===== config.mk =====
export PLATFORM = sky130hd
export DESIGN_NAME = core_bus_arbiter
export DESIGN_NICKNAME = d
export VERILOG_FILES = /design/src/rtl/core_bus_arbiter_pkg.sv /design/src/rtl/core_bus_arbiter.sv
export SDC_FILE = /design/constraint.sdc
export NUM_CORES = 1
export LEC_CHECK = 0
export BUFFER_PORTS_ARGS = -buffer_cell sky130_fd_sc_hd__buf_4
export CAP_MARGIN = 20
export CORE_AREA = 2 2 202 204
export CTS_CLUSTER_DIAMETER = 100
export DETAILED_ROUTE_END_ITERATION = 16
export DIE_AREA = 0 0 204 206
export SETUP_SLACK_MARGIN = 0.2
export SYNTH_ARGS = -nofsm -noshare
export SYNTH_HDL_FRONTEND = slang
export SYNTH_SLANG_ARGS = --single-unit

===== constraint.sdc =====
create_clock -name clk -period 1.4 [get_ports clk]
set_input_delay 0.28 -clock clk [delete_from_list [all_inputs] [get_ports clk]]
set_output_delay 0.28 -clock clk [all_outputs]
set_load 0.02 [all_outputs]

===== src/rtl/core_bus_arbiter_pkg.sv =====
// Shared bus types for the core/cache interface and the ibus/dbus arbiter state.
// Bus widths, size/length/burst encodings and arbiter enums live here.
package core_bus_arbiter_pkg;

    typedef logic [63:0] addr_t;
    typedef logic [63:0] word_t;
    typedef logic [7:0]  strobe_t;

    typedef enum logic [2:0] {
        MSIZE1 = 3'd0,
        MSIZE2 = 3'd1,
        MSIZE4 = 3'd2,
        MSIZE8 = 3'd3
    } msize_t;

    // AXI-style length encoding: beats minus one.
    typedef enum logic [7:0] {
        MLEN1  = 8'd0,
        MLEN2  = 8'd1,
        MLEN4  = 8'd3,
        MLEN8  = 8'd7,
        MLEN16 = 8'd15
    } mlen_t;

    typedef enum logic [1:0] {
        AXI_BURST_FIXED = 2'd0,
        AXI_BURST_INCR  = 2'd1,
        AXI_BURST_WRAP  = 2'd2
    } axi_burst_type_t;

    typedef struct packed {
        logic  valid;
        addr_t addr;
    } ibus_req_t;

    typedef struct packed {
        logic        addr_ok;
        logic        data_ok;
        logic [31:0] data;
    } ibus_resp_t;

    typedef struct packed {
        logic    valid;
        addr_t   addr;
        msize_t  size;
        strobe_t strobe;
        word_t   data;
    } dbus_req_t;

    typedef struct packed {
        logic  addr_ok;
        logic  data_ok;
        word_t data;
    } dbus_resp_t;

    typedef struct packed {
        logic            valid;
        logic            is_write;
        msize_t          size;
        addr_t           addr;
        strobe_t         strobe;
        word_t           data;
        mlen_t           len;
        axi_burst_type_t burst;
    } cbus_req_t;

    typedef struct packed {
        logic  ready;
        logic  last;
        word_t data;
    } cbus_resp_t;

    typedef enum logic [1:0] {
        StIdle = 2'd0,
        StReq  = 2'd1,
        StDone = 2'd2
    } arb_state_t;

    typedef enum logic {
        OwnerI = 1'b0,
        OwnerD = 1'b1
    } arb_owner_t;

    typedef struct packed {
        addr_t   addr;
        msize_t  size;
        strobe_t strobe;
        word_t   data;
        logic    is_write;
    } arb_txn_t;

    // Instruction fetches return the 32-bit half picked by address bit 2.
    function automatic logic [31:0] select_half(input word_t data, input logic hi);
        return hi ? data[63:32] : data[31:0];
    endfunction

endpackage


===== src/rtl/core_bus_arbiter.sv =====
// Merges the core's instruction and data buses onto one single-beat cache-bus master port.
// Transactions are serialised through an Idle/Req/Done FSM with alternating priority.
module core_bus_arbiter
    import core_bus_arbiter_pkg::*;
(
    input  logic       clk,
    input  logic       reset,
    input  ibus_req_t  ireq,
    output ibus_resp_t iresp,
    input  dbus_req_t  dreq,
    output dbus_resp_t dresp,
    output cbus_req_t  oreq,
    input  cbus_resp_t oresp
);

    arb_state_t r_state;
    arb_state_t w_state_d;
    arb_owner_t r_owner;
    arb_owner_t w_owner_d;
    logic       r_last_d;
    logic       w_last_d_d;
    arb_txn_t   r_txn;
    arb_txn_t   w_txn_d;
    word_t      r_rdata;
    word_t      w_rdata_d;
    logic       w_grant_d;
    logic       w_done;

    always_ff @(posedge clk) begin
        if (reset) begin
            r_state  <= StIdle;
            r_owner  <= OwnerI;
            r_last_d <= 1'b0;
            r_txn    <= '0;
            r_rdata  <= '0;
        end else begin
            r_state  <= w_state_d;
            r_owner  <= w_owner_d;
            r_last_d <= w_last_d_d;
            r_txn    <= w_txn_d;
            r_rdata  <= w_rdata_d;
        end
    end

    always_comb begin
        w_state_d  = r_state;
        w_owner_d  = r_owner;
        w_last_d_d = r_last_d;
        w_txn_d    = r_txn;
        w_rdata_d  = r_rdata;
        w_grant_d  = 1'b0;
        unique case (r_state)
            StIdle: begin
                if (ireq.valid || dreq.valid) begin
                    // D wins ties unless it won the previous grant.
                    w_grant_d  = dreq.valid && !(ireq.valid && r_last_d);
                    w_last_d_d = w_grant_d;
                    w_state_d  = StReq;
                    if (w_grant_d) begin
                        w_owner_d        = OwnerD;
                        w_txn_d.addr     = dreq.addr;
                        w_txn_d.size     = dreq.size;
                        w_txn_d.strobe   = dreq.strobe;
                        w_txn_d.data     = dreq.data;
                        w_txn_d.is_write = |dreq.strobe;
                    end else begin
                        w_owner_d        = OwnerI;
                        w_txn_d.addr     = ireq.addr;
                        w_txn_d.size     = MSIZE4;
                        w_txn_d.strobe   = '0;
                        w_txn_d.data     = '0;
                        w_txn_d.is_write = 1'b0;
                    end
                end
            end
            StReq: begin
                if (oresp.ready && oresp.last) begin
                    w_rdata_d = oresp.data;
                    w_state_d = StDone;
                end
            end
            StDone: begin
                // The requester still holds the completed request, so no grant here.
                w_state_d = StIdle;
            end
            default: begin
                w_state_d = StIdle;
            end
        endcase
    end

    always_comb begin
        w_done = (r_state == StDone);

        oreq          = '0;
        oreq.valid    = (r_state == StReq);
        oreq.is_write = r_txn.is_write;
        oreq.size     = r_txn.size;
        oreq.addr     = r_txn.addr;
        oreq.strobe   = r_txn.strobe;
        oreq.data     = r_txn.data;
        oreq.len      = MLEN1;
        oreq.burst    = AXI_BURST_FIXED;

        iresp         = '0;
        iresp.addr_ok = w_done && (r_owner == OwnerI);
        iresp.data_ok = w_done && (r_owner == OwnerI);
        iresp.data    = select_half(r_rdata, r_txn.addr[2]);

        dresp         = '0;
        dresp.addr_ok = w_done && (r_owner == OwnerD);
        dresp.data_ok = w_done && (r_owner == OwnerD);
        dresp.data    = r_rdata;
    end

endmodule


# After elaboration in Yosys (flattened, before gate mapping)
# Index checks and enable logic that the tools add are counted.
# totals
input_bits,273
output_inout_bits,251
wordCells,32
register_bits,208
# op_classes
n_eq_ne,4
n_bitwise,1
mux,6
reduce_logical,12
# ops
op,n
140-bit two-way mux,1
32-bit two-way mux,1
8-bit OR reduction,1
2-bit AND reduction,3
1-bit logical AND,5
2-bit two-way mux,2
2-bit one-hot mux with 2 select lines,1
2-bit by 1-bit == test with 1-bit output (second input constant),1
2-bit == test (second input constant),1
2-bit logical NOT,1
2-bit by 1-bit inequality test with 1-bit output (second input constant),1
2-bit inequality test (second input constant),1
1-bit logical NOT,1
1-bit logical OR,1
1-bit two-way mux,1
1-bit inverter,1

# Longest topological paths before layout
# logic_depth
ltp_word,4
depth_mapped,6
mapped_depth_nobuf,3

# Worst setup path after synthesis
# OpenSTA, ideal clock, no wires.
# synth_timing
kind,register to output
startpoint,"register r_txn, in the netlist oreq[84]"
endpoint,output port iresp[10] (netlist name)
stages_incl_launch_ff,4
required_ns,1.120
arrival_time_ns,1.282
path_slack_ns,-0.162
path_buffers,2
cell_sequence,dfxtp_1 clkbuf_1 buf_2 mux2_2
# synth_rtl
item,line,source
from (decl),core_bus_arbiter.sv:22,arb_txn_t r_txn;
from (signal assigned),core_bus_arbiter.sv:40,r_txn <= w_txn_d;
to (decl),core_bus_arbiter.sv:9,"output ibus_resp_t iresp,"

==> impl_metrics.json <==
{
  "die_area_sq_um": 42020,
  "crit_type": "flip-flop to output port",
  "gr-total-overflow": 0,
  "clk_pin_slew_ns": 0.06,
  "grt_pass1_wl_um": 60680,
  "die_h_um": 206,
  "hold_viol": 0,
  "worst_path_most_repeated_cell": "buf_12",
  "outcome": "finished, violations left",
  "clkSinkCount": 207,
  "critPathMaxStageDelay_ns": 0.44,
  "synth_top_area_share_pct": 49.62,
  "grt_use_total_pct": 18.85,
  "wl_met2_um": 23250,
  "cts_buffer_depth": 3,
  "grt_pass1_vias": 10300,
  "critPathLaunchType": "flip-flop",
  "portBuffers": 513,
  "holdPathEnd": "oreq[92]$_SDFFE_PP0P_",
  "wl_met1_um": 18310,
  "fill_cells": 3356,
  "drt_pre_antenna_iters": 5,
  "p_int_mw": 13.71,
  "synth.distinct_cells": 30,
  "synth_largest_area_cell": "dfxtp_1",
  "p_seq_share_pct": 34.8,
  "ys_ff_latch": 207,
  "cts_inserted_buffers": 25,
  "detail_route.wl_per_cell_um": 20.85,
  "drtAntennaViolNets": 0,
  "final_nets": 1949,
  "failed_checks": "setup timing",
  "h-tree-depth": 1,
  "syn_inst": 885,
  "relSlewSlack_pct": 63.31,
  "crit_chain": "buf_12, buf_12, mux2_4, buf_6",
  "hp-class": "input pin to flip-flop",
  "num_rows": 74,
  "cap_violations": 0,
  "synthTopCellsByArea": "dfxtp_1 50%, nand2_1 12%, a311oi_2 9.0%, a22o_1 7.9%, a21oi_1 7.7%",
  "gp_congestion": 0.8699,
  "arrival_ns": 1.72,
  "r2r_slack_ns": -0.32,
  "powerDensity_nw_per_um2": 976.2,
  "min_from": "dreq[85]",
  "end_kind": "output port",
  "routed.top_layer": "met4",
  "r2r_start": "r_state[0]$_SDFFE_PP0P_",
  "ys_warn_count": 0,
  "hold_depth": 3,
  "path_max_fanout": 6,
  "hpwl_um": 25510,
  "avgSynthCellArea_sq_um": 9.437,
  "clkPwrFrac_pct": 34.5,
  "vias": 10430,
  "die_x_um": 204,
  "cts_tree": "built",
  "wirelength_um": 46420,
  "cpMaxStageDelayCell": "dfxtp_4",
  "io_pins": 524,
  "finalCriticalPeriod_ns": 2.000,
  "setup_viol": 243,
  "rr_worst_depth": 10,
  "antenna_found_initial": 2,
  "core_sq_um": 40180,
  "initial_core_util_pct": 20.78,
  "comb_power_share_pct": 30.7,
  "wl_met3_um": 3180,
  "rsz0062_at_grt": "true",
  "clock_skew_ns": 0.01644,
  "grt_max_degree": 68,
  "slew_viol_final": 0,
  "leakage_nw": 8.886,
  "fmax_ghz": 0.5000,
  "worstMarginPinSlew_ns": 0.5454,
  "clk_latency_ns": 0.54,
  "ir_drop_uv": 651.4,
  "drive_gt1_share_pct": 70.98,
  "p_sw_share_pct": 29.19,
  "fin_ws_ns": -0.6002,
  "pre_cts_ws_ns": -0.1637,
  "viasPerCell": 4.684,
  "ys_seq_area_share_pct": 49.62,
  "synth_area_sq_um": 8352,
  "final_util_pct": 49.35,
  "root_buffer": "clkbuf_16",
  "route.detailed.drc": 0,
  "drt_iter0_drc": 548,
  "syn2layout_area_growth_pct": 137.4,
  "switching_power_mw": 5.651,
  "worstReg2RegEnd": "oreq[67]$_SDFFE_PP0P_",
  "critPathRequiredTime_ns": 1.12,
  "finalCritPeriodShare_pct": 142.9
}
==> metrics by stage <==
step                      power [mW]  hold slack [ns]  TNS [ns]  area, sq um  std cells
after CTS                      18.79        0.0005284    -50.81        18180       2184
after global routing           20.07        0.0002561    -61.83        19830       2226
after detailed placement       10.45           0.4552    -16.61        13130       1898
final                          19.36          0.01396    -51.27        19830       2226
after global placement         10.41           0.4564    -14.68        13130       1898
after floorplan                8.617           0.4126         0         8598        894
==> cells by family after synthesis <==
group,synth area share (%)
muxes,4.315
DFF,49.62
and+or+nand+nor,12.76
buffers and inverters,6.547
other,0.04490
AOI/OAI and AO/OA,26.71
==> layout make-up <==
class                   count  area (sq um)  area share, %
clock buffers              38         754.5          3.805
diodes                      2         5.005        0.02524
clock inverters             5         78.83         0.3975
well taps                 532         665.6          3.357
flip-flops and latches    207          4434          22.36
inverters                   1         3.754        0.01893
repair buffers            852          9034          45.55
multi-input cells         589          4855          24.48
==> cells in the final DEF, fill, tap and decap left out, types with 8 or more instances in the layout <==
cell           netlist  layout
clkbuf_8             0       8
buf_8                0      16
dfxtp_1            207      11
buf_16               0      30
buf_6                6     272
a21oi_2              1      60
mux2_4               0      32
nand2_4              0      85
a22o_1              75      75
buf_12               0      30
nand2_2              0      23
a21oi_1            129      69
dlygate4sd3_1        0     159
dfxtp_4              0      18
clkbuf_16            0      32
conb_1               1      10
nand2_1            259     151
dfxtp_2              0     178
buf_4               20     338
a311oi_2            50      60
==> cell usage after synthesis <==
cell type / instances
nand2_1: 259
nor3b_1: 1
conb_1: 1
nor2_1: 2
inv_1: 1
buf_4: 20
a22o_1: 75
nand4b_1: 1
mux2_2: 32
and4b_1: 1
a21oi_2: 1
buf_2: 44
a21bo_2: 2
nor2_4: 1
o221a_2: 1
and3b_1: 1
a311oi_2: 50
buf_1: 1
a311oi_1: 14
clkbuf_1: 27
a22oi_1: 1
and3_1: 1
a21boi_1: 1
or2_1: 1
nor4_1: 2
and2_4: 1
dfxtp_1: 207
nor2b_1: 1
a21oi_1: 129
buf_6: 6
==> layer usage <==
layer  up-vias  track usage, %
li1       4728               -
met1      5111           22.52
met2       478           32.60
met3       110           4.541
met4         0           7.350
met5         -               0
==> state kept, by name, indices dropped and copies added, names as in the netlist <==
signal,cells
r_rdata,64
r_owner,1
oreq,140
r_state,2
==> power groups by stage <==
stage	Combinational [mW]	Clock, mW	Sequential (mW)
floorplan	1.47	0	7.15
global placement	3.69	0	6.72
detailed placement	3.74	0	6.72
CTS	5.35	6.77	6.66
global route	6.21	7.08	6.77
finish	5.95	6.67	6.73
==> repair_timing <==
| action | CTS | global route |
|---|---|---|
| resized for setup | 450 | 377 |
| setup endpoints to repair | 446 | 446 |
| hold endpoints to repair | 155 | 1 |
| setup buffers | 55 | 31 |
| pin swaps | 95 | 142 |
| gates cloned | 30 | 8 |
| hold buffers | 158 | 1 |
==> critical path: cells and delay by family (launching register included) <==
kind / cells / cell delay, ns
muxes: 1 / 0.32
buffers and inverters: 3 / 0.41
DFF: 1 / 0.44
==> worst max-delay path by stage <==
stage                     startpoint                     end  slack, ns  cells after the start
2_1_floorplan              dreq[139]   oreq[84]$_SDFFE_PP0P_       0.09                      6
3_3_place_gp               dreq[139]  oreq[135]$_SDFFE_PP0P_      -0.14                      5
3_5_place_dp               dreq[139]  oreq[129]$_SDFFE_PP0P_      -0.16                      5
4_1_cts        oreq[84]$_SDFFE_PP0P_                iresp[2]      -0.65                      4
5_1_grt        oreq[84]$_SDFFE_PP0P_                iresp[2]      -0.65                      4
6_report       oreq[84]$_SDFFE_PP0P_                iresp[2]      -0.60                      4
Power figures use the tool's default switching activity.
